`config.mk`:
```
export PLATFORM = sky130hd
export DESIGN_NAME = sn54ls32_bist
export DESIGN_NICKNAME = d
export VERILOG_FILES = /design/src/rtl/sn54ls32_bist.sv
export SDC_FILE = /design/constraint.sdc
export NUM_CORES = 1
export LEC_CHECK = 0
export CORE_AREA = 4 4 65 67
export DETAILED_ROUTE_END_ITERATION = 16
export DIE_AREA = 0 0 69 71
export HOLD_SLACK_MARGIN = 0.06
export PLACE_DENSITY = 0.71
export SKIP_CTS_REPAIR_TIMING = 1
export SYNTH_ARGS = -nofsm -noshare
export SYNTH_HDL_FRONTEND = slang
export SYNTH_SLANG_ARGS = --single-unit
```
`constraint.sdc`:
```
create_clock -name i_clk -period 1.63 [get_ports i_clk]
set_clock_uncertainty 0.15 [all_clocks]
set_input_delay 0.489 -clock i_clk [delete_from_list [all_inputs] [get_ports i_clk]]
set_output_delay 0.489 -clock i_clk [all_outputs]
set_load 0.1 [all_outputs]
```
`src/rtl/sn54ls32_bist.sv`:
```
// ============================================================================
// Module      : sn54ls32_bist
// Description : Sequential self-test driver/checker for a quad 2-input gate
//               chip (SN54LS32 OR by default). Optional exhaustive 256-vector
//               mode enabled by defining SN54LS32_BIST_EXHAUSTIVE_EN.
// Revision    : 1.0 - initial release
// ============================================================================
`timescale 1ns/1ps
`default_nettype none

module sn54ls32_bist #(
  parameter int GATE_FN       = 0,
  parameter int SETTLE_CYCLES = 2
) (
  input  logic       i_clk,
  input  logic       i_rst_n,
  input  logic       i_start,
  input  logic       i_abort,
  input  logic       i_1Y,
  input  logic       i_2Y,
  input  logic       i_3Y,
  input  logic       i_4Y,
  output logic       o_1A,
  output logic       o_1B,
  output logic       o_2A,
  output logic       o_2B,
  output logic       o_3A,
  output logic       o_3B,
  output logic       o_4A,
  output logic       o_4B,
  output logic       o_busy,
  output logic       o_done,
  output logic       o_pass,
  output logic [3:0] o_fail_mask,
  output logic [7:0] o_err_cnt
);

`ifdef SN54LS32_BIST_EXHAUSTIVE_EN
  localparam int IDX_W = 8;
`else
  localparam int IDX_W = 2;
`endif
  localparam logic [IDX_W-1:0] C_IDX_FIRST   = '1;
  localparam logic [3:0]       C_SETTLE_LAST = 4'(SETTLE_CYCLES - 1);

  typedef enum logic [2:0] {
    S_IDLE   = 3'd0,
    S_DRIVE  = 3'd1,
    S_SETTLE = 3'd2,
    S_CHECK  = 3'd3,
    S_DONE   = 3'd4
  } state_t;

  state_t           state_q, state_d;
  logic [IDX_W-1:0] idx_q, idx_d;
  logic [3:0]       cnt_q, cnt_d;
  logic [7:0]       drv_q, drv_d;
  logic             busy_q, busy_d;
  logic             done_q, done_d;
  logic             pass_q, pass_d;
  logic [3:0]       mask_q, mask_d;
  logic [7:0]       err_q, err_d;

  logic [7:0]       w_vec_drv;
  logic [3:0]       w_exp_y;
  logic [3:0]       w_mismatch;

  function automatic logic gate_expect(input logic a, input logic b);
    case (GATE_FN)
      1:       gate_expect = a & b;
      2:       gate_expect = ~(a & b);
      3:       gate_expect = ~(a | b);
      4:       gate_expect = a ^ b;
      default: gate_expect = a | b;
    endcase
  endfunction

  // Gate n is driven from bits {2n-1, 2n-2} of the drive word.
`ifdef SN54LS32_BIST_EXHAUSTIVE_EN
  assign w_vec_drv = idx_q;
`else
  assign w_vec_drv = {4{idx_q}};
`endif

  genvar n;
  generate
    for (n = 0; n < 4; n++) begin : g_gate
      assign w_exp_y[n] = gate_expect(drv_q[2*n+1], drv_q[2*n]);
    end
  endgenerate

  assign w_mismatch = {i_4Y, i_3Y, i_2Y, i_1Y} ^ w_exp_y;

  always_comb begin
    state_d = state_q;
    idx_d   = idx_q;
    cnt_d   = cnt_q;
    drv_d   = drv_q;
    busy_d  = busy_q;
    done_d  = 1'b0;
    pass_d  = pass_q;
    mask_d  = mask_q;
    err_d   = err_q;

    if (i_abort && (state_q != S_IDLE)) begin
      state_d = S_IDLE;
      idx_d   = C_IDX_FIRST;
      cnt_d   = 4'd0;
      drv_d   = 8'd0;
      busy_d  = 1'b0;
      pass_d  = 1'b0;
    end else begin
      case (state_q)
        S_IDLE: begin
          if (i_start && !i_abort) begin
            state_d = S_DRIVE;
            idx_d   = C_IDX_FIRST;
            busy_d  = 1'b1;
            pass_d  = 1'b0;
            mask_d  = 4'd0;
            err_d   = 8'd0;
          end
        end
        S_DRIVE: begin
          drv_d   = w_vec_drv;
          cnt_d   = 4'd0;
          state_d = S_SETTLE;
        end
        S_SETTLE: begin
          if (cnt_q == C_SETTLE_LAST) begin
            state_d = S_CHECK;
          end else begin
            cnt_d = cnt_q + 4'd1;
          end
        end
        S_CHECK: begin
          mask_d = mask_q | w_mismatch;
          if ((w_mismatch != 4'd0) && (err_q != 8'hFF)) begin
            err_d = err_q + 8'd1;
          end
          if (idx_q == '0) begin
            state_d = S_DONE;
          end else begin
            idx_d   = idx_q - 1'b1;
            state_d = S_DRIVE;
          end
        end
        S_DONE: begin
          // err_q already holds the final CHECK update here.
          done_d  = 1'b1;
          pass_d  = (err_q == 8'd0);
          busy_d  = 1'b0;
          idx_d   = C_IDX_FIRST;
          state_d = S_IDLE;
        end
        default: begin
          state_d = S_IDLE;
        end
      endcase
    end
  end

  always_ff @(posedge i_clk or negedge i_rst_n) begin
    if (!i_rst_n) begin
      state_q <= S_IDLE;
      idx_q   <= C_IDX_FIRST;
      cnt_q   <= 4'd0;
      drv_q   <= 8'd0;
      busy_q  <= 1'b0;
      done_q  <= 1'b0;
      pass_q  <= 1'b0;
      mask_q  <= 4'd0;
      err_q   <= 8'd0;
    end else begin
      state_q <= state_d;
      idx_q   <= idx_d;
      cnt_q   <= cnt_d;
      drv_q   <= drv_d;
      busy_q  <= busy_d;
      done_q  <= done_d;
      pass_q  <= pass_d;
      mask_q  <= mask_d;
      err_q   <= err_d;
    end
  end

  assign {o_4A, o_4B, o_3A, o_3B, o_2A, o_2B, o_1A, o_1B} = drv_q;
  assign o_busy      = busy_q;
  assign o_done      = done_q;
  assign o_pass      = pass_q;
  assign o_fail_mask = mask_q;
  assign o_err_cnt   = err_q;

endmodule

`default_nettype wire
```
After elaboration in Yosys (flattened, before gate mapping):

Cells that the tools add are included.

* add/sub/neg operators: 3
* equal/unequal tests: 12
* muxes and demuxes: 27
* bitwise operators: 7
* reduce and logical (&&, ||, !) cells: 20

Operators with widths (count)
* $mux W8: 4
* $pmux W4 S2: 2
* $pmux W8 S2: 1
* $mux W3: 4
* $mux W4: 3
* $ne A3 B3 Y1 const B: 4
* $pmux W3 S4: 1
* $reduce_bool A3 Y1: 3
* $add A8 B1 Y8 const B: 1
* $logic_not A8 Y1: 1
* $ne A8 B8 Y1 const B: 1
* $reduce_bool A4 Y1: 2
* $eq A3 B2 Y1 const B: 2
* $mux W1: 6
* $mux W2: 3
* $pmux W2 S3: 1
* $reduce_and A2 Y1: 3
* $reduce_and A3 Y1: 2
* $add A4 B1 Y4 const B: 1
* $eq A4 B1 Y1 const B: 1
* $ne A2 B2 Y1 const B: 2
* $or A1 B1 Y1: 4
* $or A4 B4 Y4: 1
* $pmux W1 S2: 2
* other kinds (11): 14

* bits in registers: 32
* bits of input ports: 8
* output and inout bits: 23

Logic depth before layout (Yosys ltp):

* depth in word-level cells: 6
* depth in mapped cells: 6
* gate-level depth less buffers: 6

Worst setup path before layout:

No wires, ideal clock.

* kind: register -> register
* start: register err_q[0], in the netlist o_err_cnt[0]
* end: register err_q[1], in the netlist o_err_cnt[1]
* arrival time: 2320 ps
* setup slack: -920 ps
* stages on the path, launching flop included: 6
* path buffers: 0
* period minus slack after synthesis: 2550 ps
* cells stage by stage: dfrtp_1 ha_1 nand4_1 o32ai_2 or2_2 mux2i_1

* cells in the longest elaborated chain, start to end: 4

RTL lines
* start, declared: line 62 `logic [7:0] err_q, err_d;`
* start signal, assigned: line 183 `err_q <= err_d;`
* parallel branches: the longest is 4 deep, another holds $add A8 B1 Y8

Several ways; the timed one is not identified. The select of a mux whose other input is x is not followed.
A chain may end at the register's enable or synchronous reset.

Worst setup path in the final report:

* start: register err_q[0], in the netlist o_err_cnt[0]
* end: register err_q[2], in the netlist o_err_cnt[2]

The elaborated chain is that of the path after synthesis.

==> results list <==
- Result of the run: finished, violations left
* Failing checks: negative setup slack
- After technology mapping, the gate count stands at around 160.
- Leakage power summed over all cells: around 0.0013 uW
- The first global-routing pass estimated roughly 7700 um of wire.
* Relative area change from synthesis to final layout: 82.86%
- The via count of the first global-routing pass was approximately 1600.
- Worst slew margin relative to its limit: 0.7863
- Among all flip-flop cells after synthesis, the most frequent one is dfrtp_1.
- Number of diodes added for antenna fixing: 0
- The number of nets in the synthesized netlist is between 150 and 200.
- Total number of placement rows: 22
- Total negative slack for setup checks: -4.488 ns
* Post-synth EDFFs: 0
- Before antenna repair, the detailed router went through 4 iterations.
* Reg-to-reg critical path startpoint: o_err_cnt[0]
- Non-filler cells in the finished layout: just under 300
- The count of pins over their slew limit is 0.
- The congestion estimate from routability-driven global placement came to ~1.
- Static timing analysis puts the maximum clock frequency at about 0.50 GHz.
* Cell chosen for the clock root: clkbuf_8
- The die covers between 0.004 and 0.005 mm^2.
- Across the VDD grid, the largest voltage drop is around 1.1 mV.
- The final hold violation count came to 0.
* Width of the die: around 69 um
- Synthesis inferred 26 register bits.
- Via count of the routed design: between 1500 and 2000
* Share of cells above drive strength 1: 0.5542
* Top-Level Pins: 31
- For the worst-skew pair, the clock arrives at the later sink with an insertion delay of approximately 0.27 ns.
- Setup repair after global routing could not meet its margin everywhere.
- Ratio of final minimum period to clock period: 1.231
* Leading cell type in the layout, fill and taps excluded: buf_4
- Average vias per placed instance: between 5 and 6
* Total number of nets in the final design: between 200 and 300
* Avg Cell Area, Syn: around 9.7 um^2
- Post-route core utilization: 0.7934
- Port Buffers: 30
- The initial utilization of the core area, before any placement, comes to 0.4339.
- Final global-route overflow total: 0
* Start point of the worst hold path: o_err_cnt[3]
* Post-layout worst setup margin: -0.3769 ns
- Initial antenna violation count: 0
* Slew at the pin with the worst max-slew slack: ~0.32 ns
- Clock transition at path regs: approximately 0.10 ns
- Subtracting the final worst setup slack from the clock period gives between 2 and 2.5 ns.
- Placed Area: between 0.002 and 0.003 mm^2
- Once detail routing completed, the nets flagged for antenna violations numbered 0.
- Launching element of the worst setup path: o_err_cnt[0]
- The routed design has approximately 5000 um of wire.
- CTS built an H-tree with a depth of 1.
* Total clock buffers created by CTS: 3
- Final Cell Area: 0.002883 mm^2
- Setup violations remaining at the end of the flow were counted as 29.
- Post-DR wirelength/cell: 16.97 um
* Startpoint type of the worst setup path: flip-flop
* Warnings, synthesis: 0
- From bottom edge to top edge, the die measures around 71 um.
- The critical path is of the reg2reg type.
- PD cells: between 1000 and 1500 mW/mm^2
* Worst Hold Class: reg2reg
- Seq/Total Area, Yosys: 0.4143
- Num Clock Sinks: 26
- At the placement stage, the worst setup path has a slack of -0.9062 ns.
- Proportion of register bits with asynchronous set or reset after synthesis: 1.000
- Core region area: 0.003633 mm^2
- Clock buffer depth: 2
* Number of different library cells in the post-synthesis netlist: a little under 50
* Synthesized cell area: about 0.0016 mm^2
* Leading cell types in the layout, fill and taps excluded: buf_4, buf_12, dfrtp_1
* Sort of element at the end of the critical path: flip-flop
- Detailed placement ended at an HPWL of 3644 um.
- Required time at the endpoint of the critical path: between 1.5 and 2 ns
* Max Cap Violations: 0
- Global Route Usage Sum: 0.1879
* Crit path arrival time: a little over 2 ns
- CTS tree: done
* Maximum number of pins on one net before global-route repair: 27
- Including well taps, the total number of placed cells is 278.
- Detailed router's first-iteration violation count: 123
- Along the worst path, the maximum fanout reaches 5.
- For this run, design rule violations remaining after detail routing come to 0.
-- synthesized netlist by cell type, drive strengths merged, types with 3 or more instances --
cell / number / share of area
a21oi: 6 / 0.019
a22o: 3 / 0.017
buf: 7 / 0.032
clkbuf: 4 / 0.0095
dfrtp: 24 / 0.38
ha: 5 / 0.040
inv: 11 / 0.026
mux2i: 5 / 0.032
nand2: 10 / 0.024
nand3: 9 / 0.029
nand4: 3 / 0.012
nor2: 13 / 0.033
nor2b: 3 / 0.012
nor3: 3 / 0.0095
o211ai: 6 / 0.029
o21ai: 6 / 0.021
or3: 4 / 0.016
or4: 5 / 0.026
xnor2: 6 / 0.033
-- kinds of logic after synthesis --
family,after synthesis,synth area share
buffers and inverters,22,0.06745
multiplexers,7,0.04603
flip-flops,26,0.4143
XOR/XNOR,6,0.03333
AO/OA/AOI/OAI,31,0.1564
adder cells (fa/ha/maj),5,0.03968
AND/OR/NAND/NOR,66,0.2429
-- final cells by class --
type / instances / area, um^2
clock buffer: 3 / 41.29
clock inverter: 1 / 30.03
fill: 215 / 750.7
inverter: 11 / 41.29
multi-input combinational: 115 / 967.2
sequential: 26 / 688.2
tap: 48 / 60.06
timing repair buffer: 93 / 1055
-- path summary, 6_finish.rpt --
path / slack, ns / cells past startpoint / to
max: -0.38 / 6 / o_err_cnt[2]
min: 0.41 / 1 / o_pass
max reg2reg: -0.38 / 6 / o_err_cnt[2]
min reg2reg: 0.41 / 1 / o_pass
max in group asynchronous: 0.68 / 2 / idx_q[1]
min in group asynchronous: 0.42 / 2 / o_done
-- per-layer routing --
metal,part of all wire,vias to the layer above,track usage,routed length (um)
li1,-,764,-,-
met1,0.38,803,0.2204,1895
met2,0.56,48,0.3549,2813
met3,0.046,14,0.02131,233
met4,0.019,0,0.06074,97
met5,0,-,0,0
-- report_power, final --
part	internal, uW	total [uW]	switching [uW]	leakage (uW)
Combinational	707	1770	1060	0.000926
Clock	328	535	207	0.0000357
Sequential	714	790	75.4	0.000331
Total	1750	3090	1340	0.00129
-- worst max-delay path, stage by stage (launching register included) --
cell and delay (ns):
dfrtp_4 0.51, ha_4 0.17, nand4_1 0.19, o32ai_4 0.15
buf_6 0.14, or4b_4 0.50, o211ai_1 0.11
-- sequential cells by signal (all words and copies together), names as in the netlist --
signal,flops
o_err_cnt,8
cnt_q,4
o_fail_mask,4
state_q,3
drv_q,2
idx_q,2
o_busy,1
o_done,1
o_pass,1
-- per-stage QoR --
step / total power (uW) / hold slack (ns)
floorplan: 1903 / 0.04341
global placement: 2463 / 0.3748
detailed placement: 2491 / 0.4026
CTS: 3022 / 0.4151
global route: 3209 / 0.4268
finish: 3092 / 0.4123
(Power assumes the default switching activity.)
